==> config.mk <==
export PLATFORM = sky130hd
export DESIGN_NAME = vga_ram_line_packer
export DESIGN_NICKNAME = d
export VERILOG_FILES = /design/src/rtl/vga_ram_pkg.sv /design/src/rtl/vga_ram_line_reg.sv /design/src/rtl/vga_ram_line_packer.sv
export SDC_FILE = /design/constraint.sdc
export NUM_CORES = 2
export LEC_CHECK = 0
export ABC_AREA = 0
export CORE_AREA = 2 2 408 410
export DETAILED_ROUTE_END_ITERATION = 10
export DIE_AREA = 0 0 410 412
export GPL_TIMING_DRIVEN = 1
export SLEW_MARGIN = 30
export SYNTH_ARGS = -nofsm -noshare
export SYNTH_HDL_FRONTEND = slang
export SYNTH_SLANG_ARGS = --single-unit
==> constraint.sdc <==
create_clock -name clk -period 4.5 [get_ports clk]
set_clock_uncertainty 0.15 [all_clocks]
set_input_delay 0.45 -clock clk [delete_from_list [all_inputs] [get_ports clk]]
set_output_delay 0.45 -clock clk [all_outputs]
set_load 0.02 [all_outputs]
==> src/rtl/vga_ram_pkg.sv <==
// Shared definitions for the VGA RAM line packer: line geometry, packer states
// and the byte-lane offset helper.
package vga_ram_pkg;

    localparam int LINE_BYTES = 128;
    localparam int LINE_W     = 8 * LINE_BYTES;
    localparam int BYTE_IDX_W = 8;

    typedef enum logic {
        FILL = 1'b0,
        HOLD = 1'b1
    } pack_state_t;

    function automatic int unsigned lane_off(input int unsigned idx);
        return idx * 8;
    endfunction

endpackage

==> src/rtl/vga_ram_line_reg.sv <==
// 1024-bit line register built from byte lanes: single-byte write by index,
// whole-line parallel load, and synchronous clear (clear wins over load/write).
module vga_ram_line_reg
    import vga_ram_pkg::*;
(
    input  logic                  clk,
    input  logic                  rst,
    input  logic                  clear,
    input  logic                  wr_en,
    input  logic [BYTE_IDX_W-1:0] wr_idx,
    input  logic [7:0]            wr_byte,
    input  logic                  load,
    input  logic [LINE_W-1:0]     load_data,
    output logic [LINE_W-1:0]     q
);

    for (genvar k = 0; k < LINE_BYTES; k++) begin : g_lane
        logic [7:0] lane;
        logic       hit;

        assign hit = wr_en && (wr_idx == BYTE_IDX_W'(k));

        always_ff @(posedge clk) begin
            if (rst || clear) begin
                lane <= '0;
            end else if (load) begin
                lane <= load_data[lane_off(k) +: 8];
            end else if (hit) begin
                lane <= wr_byte;
            end
        end

        assign q[lane_off(k) +: 8] = lane;
    end

endmodule

==> src/rtl/vga_ram_line_packer.sv <==
// Packs a byte stream into 128-byte lines for the VGA RAM line write port.
// Define VGA_PACK_DBUF_EN for a separate output register (no fill bubble).
module vga_ram_line_packer
    import vga_ram_pkg::*;
#(
    parameter int BYTES_PER_LINE = LINE_BYTES,
    parameter int IDX_W          = BYTE_IDX_W
) (
    input  logic                        clk,
    input  logic                        rst,
    input  logic [7:0]                  in_byte,
    input  logic                        in_valid,
    output logic                        in_ready,
    input  logic                        flush,
    output logic [8*BYTES_PER_LINE-1:0] line_data,
    output logic [IDX_W-1:0]            line_len,
    output logic                        line_valid,
    input  logic                        line_ready,
    output logic [IDX_W-1:0]            wr_idx
);

    pack_state_t                 state;
    pack_state_t                 state_nxt;
    logic                        accept;
    logic                        transfer;
    logic                        last_slot;
    logic                        complete;
    logic                        fill_clear;
    logic [IDX_W-1:0]            len_nxt;
    logic [8*BYTES_PER_LINE-1:0] fill_q;

    assign accept    = in_valid && in_ready;
    assign transfer  = line_valid && line_ready;
    assign last_slot = (wr_idx == IDX_W'(BYTES_PER_LINE - 1));

    // A line closes on its last slot, or on a flush that has at least one byte (this cycle's counts).
    assign complete = (state == FILL) &&
                      ((accept && last_slot) || (flush && (accept || (wr_idx != '0))));
    assign len_nxt  = (accept && last_slot) ? '0 : wr_idx + IDX_W'(accept);

    vga_ram_line_reg u_fill (
        .clk       (clk),
        .rst       (rst),
        .clear     (fill_clear),
        .wr_en     (accept),
        .wr_idx    (wr_idx),
        .wr_byte   (in_byte),
        .load      (1'b0),
        .load_data ('0),
        .q         (fill_q)
    );

`ifdef VGA_PACK_DBUF_EN
    logic                        out_valid;
    logic                        out_free;
    logic                        out_load;
    logic [IDX_W-1:0]            pend_len;
    logic [8*BYTES_PER_LINE-1:0] merged;
    logic [8*BYTES_PER_LINE-1:0] out_src;
    logic [8*BYTES_PER_LINE-1:0] out_q;

    assign out_free   = !out_valid || line_ready;
    assign out_load   = (complete && out_free) || ((state == HOLD) && transfer);
    assign fill_clear = out_load;
    assign line_data  = out_q;

    // The completing byte is not yet in the fill register, so merge it on the way out.
    always_comb begin
        merged = fill_q;
        if (accept) begin
            merged[lane_off(32'(wr_idx)) +: 8] = in_byte;
        end
        out_src = (state == HOLD) ? fill_q : merged;
    end

    vga_ram_line_reg u_out (
        .clk       (clk),
        .rst       (rst),
        .clear     (1'b0),
        .wr_en     (1'b0),
        .wr_idx    ('0),
        .wr_byte   (8'h00),
        .load      (out_load),
        .load_data (out_src),
        .q         (out_q)
    );

    always_comb begin
        state_nxt  = state;
        in_ready   = (state == FILL);
        line_valid = out_valid;
        case (state)
            FILL:    if (complete && !out_free) state_nxt = HOLD;
            HOLD:    if (transfer) state_nxt = FILL;
            default: state_nxt = FILL;
        endcase
    end

    always_ff @(posedge clk) begin
        if (rst) begin
            state     <= FILL;
            wr_idx    <= '0;
            line_len  <= '0;
            pend_len  <= '0;
            out_valid <= 1'b0;
        end else begin
            state <= state_nxt;
            if (complete) begin
                wr_idx <= '0;
            end else if (accept) begin
                wr_idx <= wr_idx + 1'b1;
            end
            if (complete && !out_free) begin
                pend_len <= len_nxt;
            end
            if (out_load) begin
                line_len  <= (state == HOLD) ? pend_len : len_nxt;
                out_valid <= 1'b1;
            end else if (transfer) begin
                out_valid <= 1'b0;
            end
        end
    end
`else
    assign fill_clear = (state == HOLD) && transfer;
    assign line_data  = fill_q;

    always_comb begin
        state_nxt  = state;
        in_ready   = (state == FILL);
        line_valid = (state == HOLD);
        case (state)
            FILL:    if (complete) state_nxt = HOLD;
            HOLD:    if (transfer) state_nxt = FILL;
            default: state_nxt = FILL;
        endcase
    end

    always_ff @(posedge clk) begin
        if (rst) begin
            state    <= FILL;
            wr_idx   <= '0;
            line_len <= '0;
        end else begin
            state <= state_nxt;
            if (complete) begin
                wr_idx   <= '0;
                line_len <= len_nxt;
            end else if (accept) begin
                wr_idx <= wr_idx + 1'b1;
            end
        end
    end
`endif

endmodule

; Word level (Yosys, flattened, before mapping)
; Cells that the tools add are included.
[totals]
reg_bits = 1041
word_cells = 404
input_bits = 13
out_inout_bits = 1042
[classes]
bitwise = 1
n_reduce_logical = 139
n_addsub = 2
muxes = 4
n_eq_ne = 127
[ops]
columns = operator, n
row1 = $eq 8x7->1 const B, 64
row2 = $eq 8x6->1 const B, 32
row3 = $logic_and 1x1->1, 133
row4 = $eq 8x5->1 const B, 16
row5 = $eq 8x4->1 const B, 8
row6 = $eq 8x3->1 const B, 4
row7 = $eq 8x2->1 const B, 2
row8 = $add 8x1->8, 1
row9 = $add 8x1->8 const B, 1
row10 = $eq 8x1->1 const B, 1
row11 = $logic_not 8->1, 1
row12 = $mux 8, 1
row13 = $reduce_bool 8->1, 1
row14 = $logic_or 1x1->1, 3
row15 = $mux 1, 2
row16 = $pmux 1 s2, 1
row17 = $reduce_or 2->1, 1
row18 = $not 1->1, 1

; Depth between registers and ports, before layout
[depth]
ltp_word = 8
mapped_depth = 10

; Hierarchy
; A second synthesis with hierarchy kept.
[hier_totals]
cells_unflattened = 5218
area_unflattened_um2 = 48008.5
[by_module_without_submodules]
columns = mod, cells_per_inst, n_inst, area_each_um2, seq_area_each_um2
row1 = vga_ram_line_reg, 5104, 1, 47017.6, 20499.7
row2 = vga_ram_line_packer, 114, 1, 991.0, 340.3

; Worst setup path after synthesis
; Ideal clock, no wire load.
[synth_path]
path_type = register to register
startpoint = register wr_idx[1]
endpoint = register u_fill.g_lane[118].lane[2]
t_arrival_ns = 2.203
n_path_buf = 2
path_stages_with_launch = 8
period_less_slack_ns = 2.480
slack_ns = 2.020
setup_ns = 0.128
cell_sequence = dfxtp_1 -> ha_1 -> buf_2 -> nand3b_1 -> buf_4 -> nor3_2 -> mux2i_1 -> nor2_1
[synth_via]
elab_chain_len = 2
[synth_rtl]
columns = element, line_no
row1 = from (decl), vga_ram_line_packer.sv:19  ; output logic [IDX_W-1:0] wr_idx
row2 = from (signal assigned), vga_ram_line_packer.sv:150  ; wr_idx <= wr_idx + 1'b1;
row3 = $eq 8x7->1, vga_ram_line_reg.sv:21  ; assign hit = wr_en && (wr_idx == BYTE_IDX_W'(k));
row4 = $logic_and 1x1->1, vga_ram_line_reg.sv:21
row5 = to (signal assigned), vga_ram_line_reg.sv:27  ; lane <= load_data[lane_off(k) +: 8];
row6 = to (signal assigned), vga_ram_line_reg.sv:29  ; lane <= wr_byte;
row7 = to (decl), vga_ram_line_reg.sv:18  ; logic [7:0] lane;
; No other way between the ends.
; A chain may end at the register's enable or synchronous reset.

; Worst setup path after layout
[layout_path]
startpoint = register wr_idx[1]
endpoint = register u_fill.g_lane[73].lane[2]
[layout_via]
elab_chain_len = 2
[layout_rtl]
columns = element, line_no
row1 = $eq 8x7->1, vga_ram_line_reg.sv:21
row2 = $logic_and 1x1->1, vga_ram_line_reg.sv:21
row3 = to (signal assigned), vga_ram_line_reg.sv:27
row4 = to (signal assigned), vga_ram_line_reg.sv:29
row5 = to (decl), vga_ram_line_reg.sv:18
; No other way between the ends.

==> impl_metrics.ini <==
[cts]
clock_sinks = 1041
postCtsResizedCells = 0
hold_buffers = 4
numCtsBuffers = 114
htree_num_levels = 3
cts_setup_buffers = 0
root_buffer = clkbuf_16
cts_tree = yes
clk_latency_ns = 0.75
clk_pin_slew_ns = 0.06
clockBufferDepth = 3

[finish]
areaGrowthSynthToFinish_pct = 44.7
drive_above_1_share_pct = 8.77
final_area_mm2 = 0.0558
instances_no_fill = 6881
fillers = 16448
utilization_pct = 34.0
finalNetCount = 4609

[setup_path]
arrival_ns = 3.76
crit_type = register to register
max_stage_delay_ns = 0.66
crit_slowest_cell = nand3b_4
start_kind = register
worstSetupEndpointType = register
crit_buf_inv = 2
required_ns = 4.98
worstPathCellList = inv_1 -> ha_1 -> nand3b_4 -> buf_4 -> nor3_4 -> mux2i_1 -> nor2_1
crit_fanout = 19
critPathTopFamily = simple AND/OR/NAND/NOR gates

[floorplan]
row_count = 149
die_y_um = 412
pin_count = 1055
start_util_pct = 23.5
coreArea_mm2 = 0.164
die_w_um = 410
die_area_mm2 = 0.169

[timing]
fmax_mhz = 305
finalCritPeriodShare_pct = 72.9
setup_viol = 0
rsz0062_at_grt = no
setup-tns-final_ns = 0
drv_slew = 0
min_period_ns = 3.28
relSlewSlack_pct = 36.0
whs_ns = 0.0649
hold_viol_final = 0
tightest_slew_ns = 0.955

[global_routing]
grt_pass1_vias = 28985
grt_pass1_wl_mm = 221
grt_overflow = 0
grt_antenna_before_repair = 1
grt_max_degree = 109
grtUsageTotal_pct = 18.0

[yosys]
syn-cell-area_mm2 = 0.0385
synth_enable_flop_cells = 0
seq_area_frac_synth_pct = 54.1
netlist_instances = 3627
synth_fp_nets = 3646
synth_ff_type = dfxtp_1
synth_seq_cells = 1041
avgSynthCellArea_um2 = 10.6
synth_async_sr_flop_share_pct = 0
ys_types = 44
yosys_warnings = 0

[placed_design]
portBuffers = 1054
gp_congestion = 0.801
dp.cells = 6659
dp_hpwl_mm = 109
placed_cell_area_mm2 = 0.0516

[power]
cellLeakagePower_nw = 21.6
power.density_mw_per_mm2 = 360
vdd_drop_max_mv = 0.349

[drt]
met1_length_mm = 64.6
final_antenna_net_count = 0
drt_iter0_drc = 1800
first_pass_iters = 5
met2_length_mm = 77.0
drc = 0
wl_per_cell_um = 23.1
met3_length_mm = 12.1
via_per_inst = 4.37
highest_layer = met4
vias = 30051
wl_mm = 159

[run_status]
status = complete, no violations

[hold_path]
min_path_type = input pin to register

[job]
cap_violations = 0
## area by class of cell
cell class | count | area (um^2) | share of cell area [%]
antenna | 3 | 7.51 | 0.0135
clock buffer | 173 | 3540 | 6.34
clock inverter | 42 | 549 | 0.985
inverter | 7 | 26.3 | 0.0471
multi-input combinational | 2282 | 16500 | 29.7
sequential | 1041 | 20800 | 37.4
tap | 2189 | 2740 | 4.91
timing repair buffer | 1144 | 11500 | 20.7
## cell usage after synthesis (2+ instances only)
master     count  share of area [%]
xnor2_1       11               0.25
nand3_1        5              0.065
nand4bb_1      3              0.088
or3_1         18               0.29
buf_1         52               0.51
nand3b_2       2              0.058
xor2_1         2              0.045
nor3_1         2              0.026
buf_2         36               0.47
a21oi_1       14               0.18
ha_1           6               0.19
nor4_1         2              0.032
dfxtp_1     1041                 54
clkbuf_1     192                1.9
buf_4          8               0.16
nor2_1      1023                 10
nand4_2       10               0.32
buf_6          7               0.20
o32ai_1        5               0.11
nor3_4        68                2.9
nand2_1       29               0.28
nor2b_1        3              0.049
nand2b_1       3              0.049
mux2i_1     1016                 26
nand4_1       18               0.29
nand3b_1       5              0.097
o31a_1         2              0.045
nor3_2        23               0.60
inv_1          6              0.058
## power by group
part	leakage, nW	internal (mW)	total, mW	switching, mW
combinational	11.2	0.178	0.845	0.667
clock	2.02	5.91	10.0	4.11
sequential	8.38	9.23	9.25	0.0155
total	21.6	15.3	20.1	4.79
## worst min-delay path, cell delays in order
cell     delay [ns]
buf_6          0.21
mux2i_1        0.21
nor2_1         0.05
## per-layer routing
metal	up-vias	track usage [%]
li1	14055	-
met1	14793	21.2
met2	993	30.5
met3	210	5.62
met4	0	6.50
met5	-	0
## per-stage QoR
step | worst slack [ns] | power, mW
2_1_floorplan | 2.02 | 9.92
3_3_place_gp | 1.00 | 10.3
3_5_place_dp | 0.884 | 10.3
4_1_cts | 1.16 | 20.4
5_1_grt | 1.04 | 20.8
6_report | 1.22 | 20.1
## cells by family after synthesis
kind of cell	synth area share (%)
and+or+nand+nor	15.3
xor gates and xnor gates	0.295
adders and majority gates	0.195
AOI/OAI and AO/OA	0.386
muxes	26.4
DFF	54.1
buffers and inverters	3.36
## path summary, 6_finish.rpt
kind | end | start | slack, ns | cells past startpoint
max | u_fill.g_lane[73].lane[2] | wr_idx[1] | 1.22 | 7
min reg2reg | u_fill.g_lane[127].lane[4] | u_fill.g_lane[127].lane[4] | 0.30 | 2
min | u_fill.g_lane[30].lane[7] | in_byte[7] | 0.06 | 3
max reg2reg | u_fill.g_lane[73].lane[2] | wr_idx[1] | 1.22 | 7
## cells in the final DEF, fill, tap and decap left out, types with 5 or more instances in the layout
| cell type | count |
|---|---|
| or3_1 | 18 |
| ha_1 | 6 |
| a21oi_1 | 14 |
| bufinv_16 | 8 |
| dfxtp_1 | 1041 |
| clkinv_2 | 16 |
| clkbuf_8 | 42 |
| nand4_1 | 18 |
| buf_6 | 8 |
| nand3b_1 | 5 |
| inv_1 | 6 |
| clkinv_4 | 5 |
| buf_4 | 64 |
| clkdlybuf4s50_1 | 1046 |
| xnor2_1 | 11 |
| buf_12 | 21 |
| nand2_1 | 27 |
| clkbuf_1 | 15 |
| mux2i_1 | 1016 |
| o32ai_1 | 5 |
| nor3_2 | 22 |
| nor3_4 | 69 |
| nor2_1 | 1023 |
| nand3_1 | 5 |
| nand4_2 | 10 |
| clkbuf_16 | 116 |
## flip-flops by register name (all words and copies together) (netlist names)
signal	cells
wr_idx	8
line_len	8
line_valid	1
u_fill.g_lane.lane	1024
No activity file was read; power rests on OpenSTA's default activity.
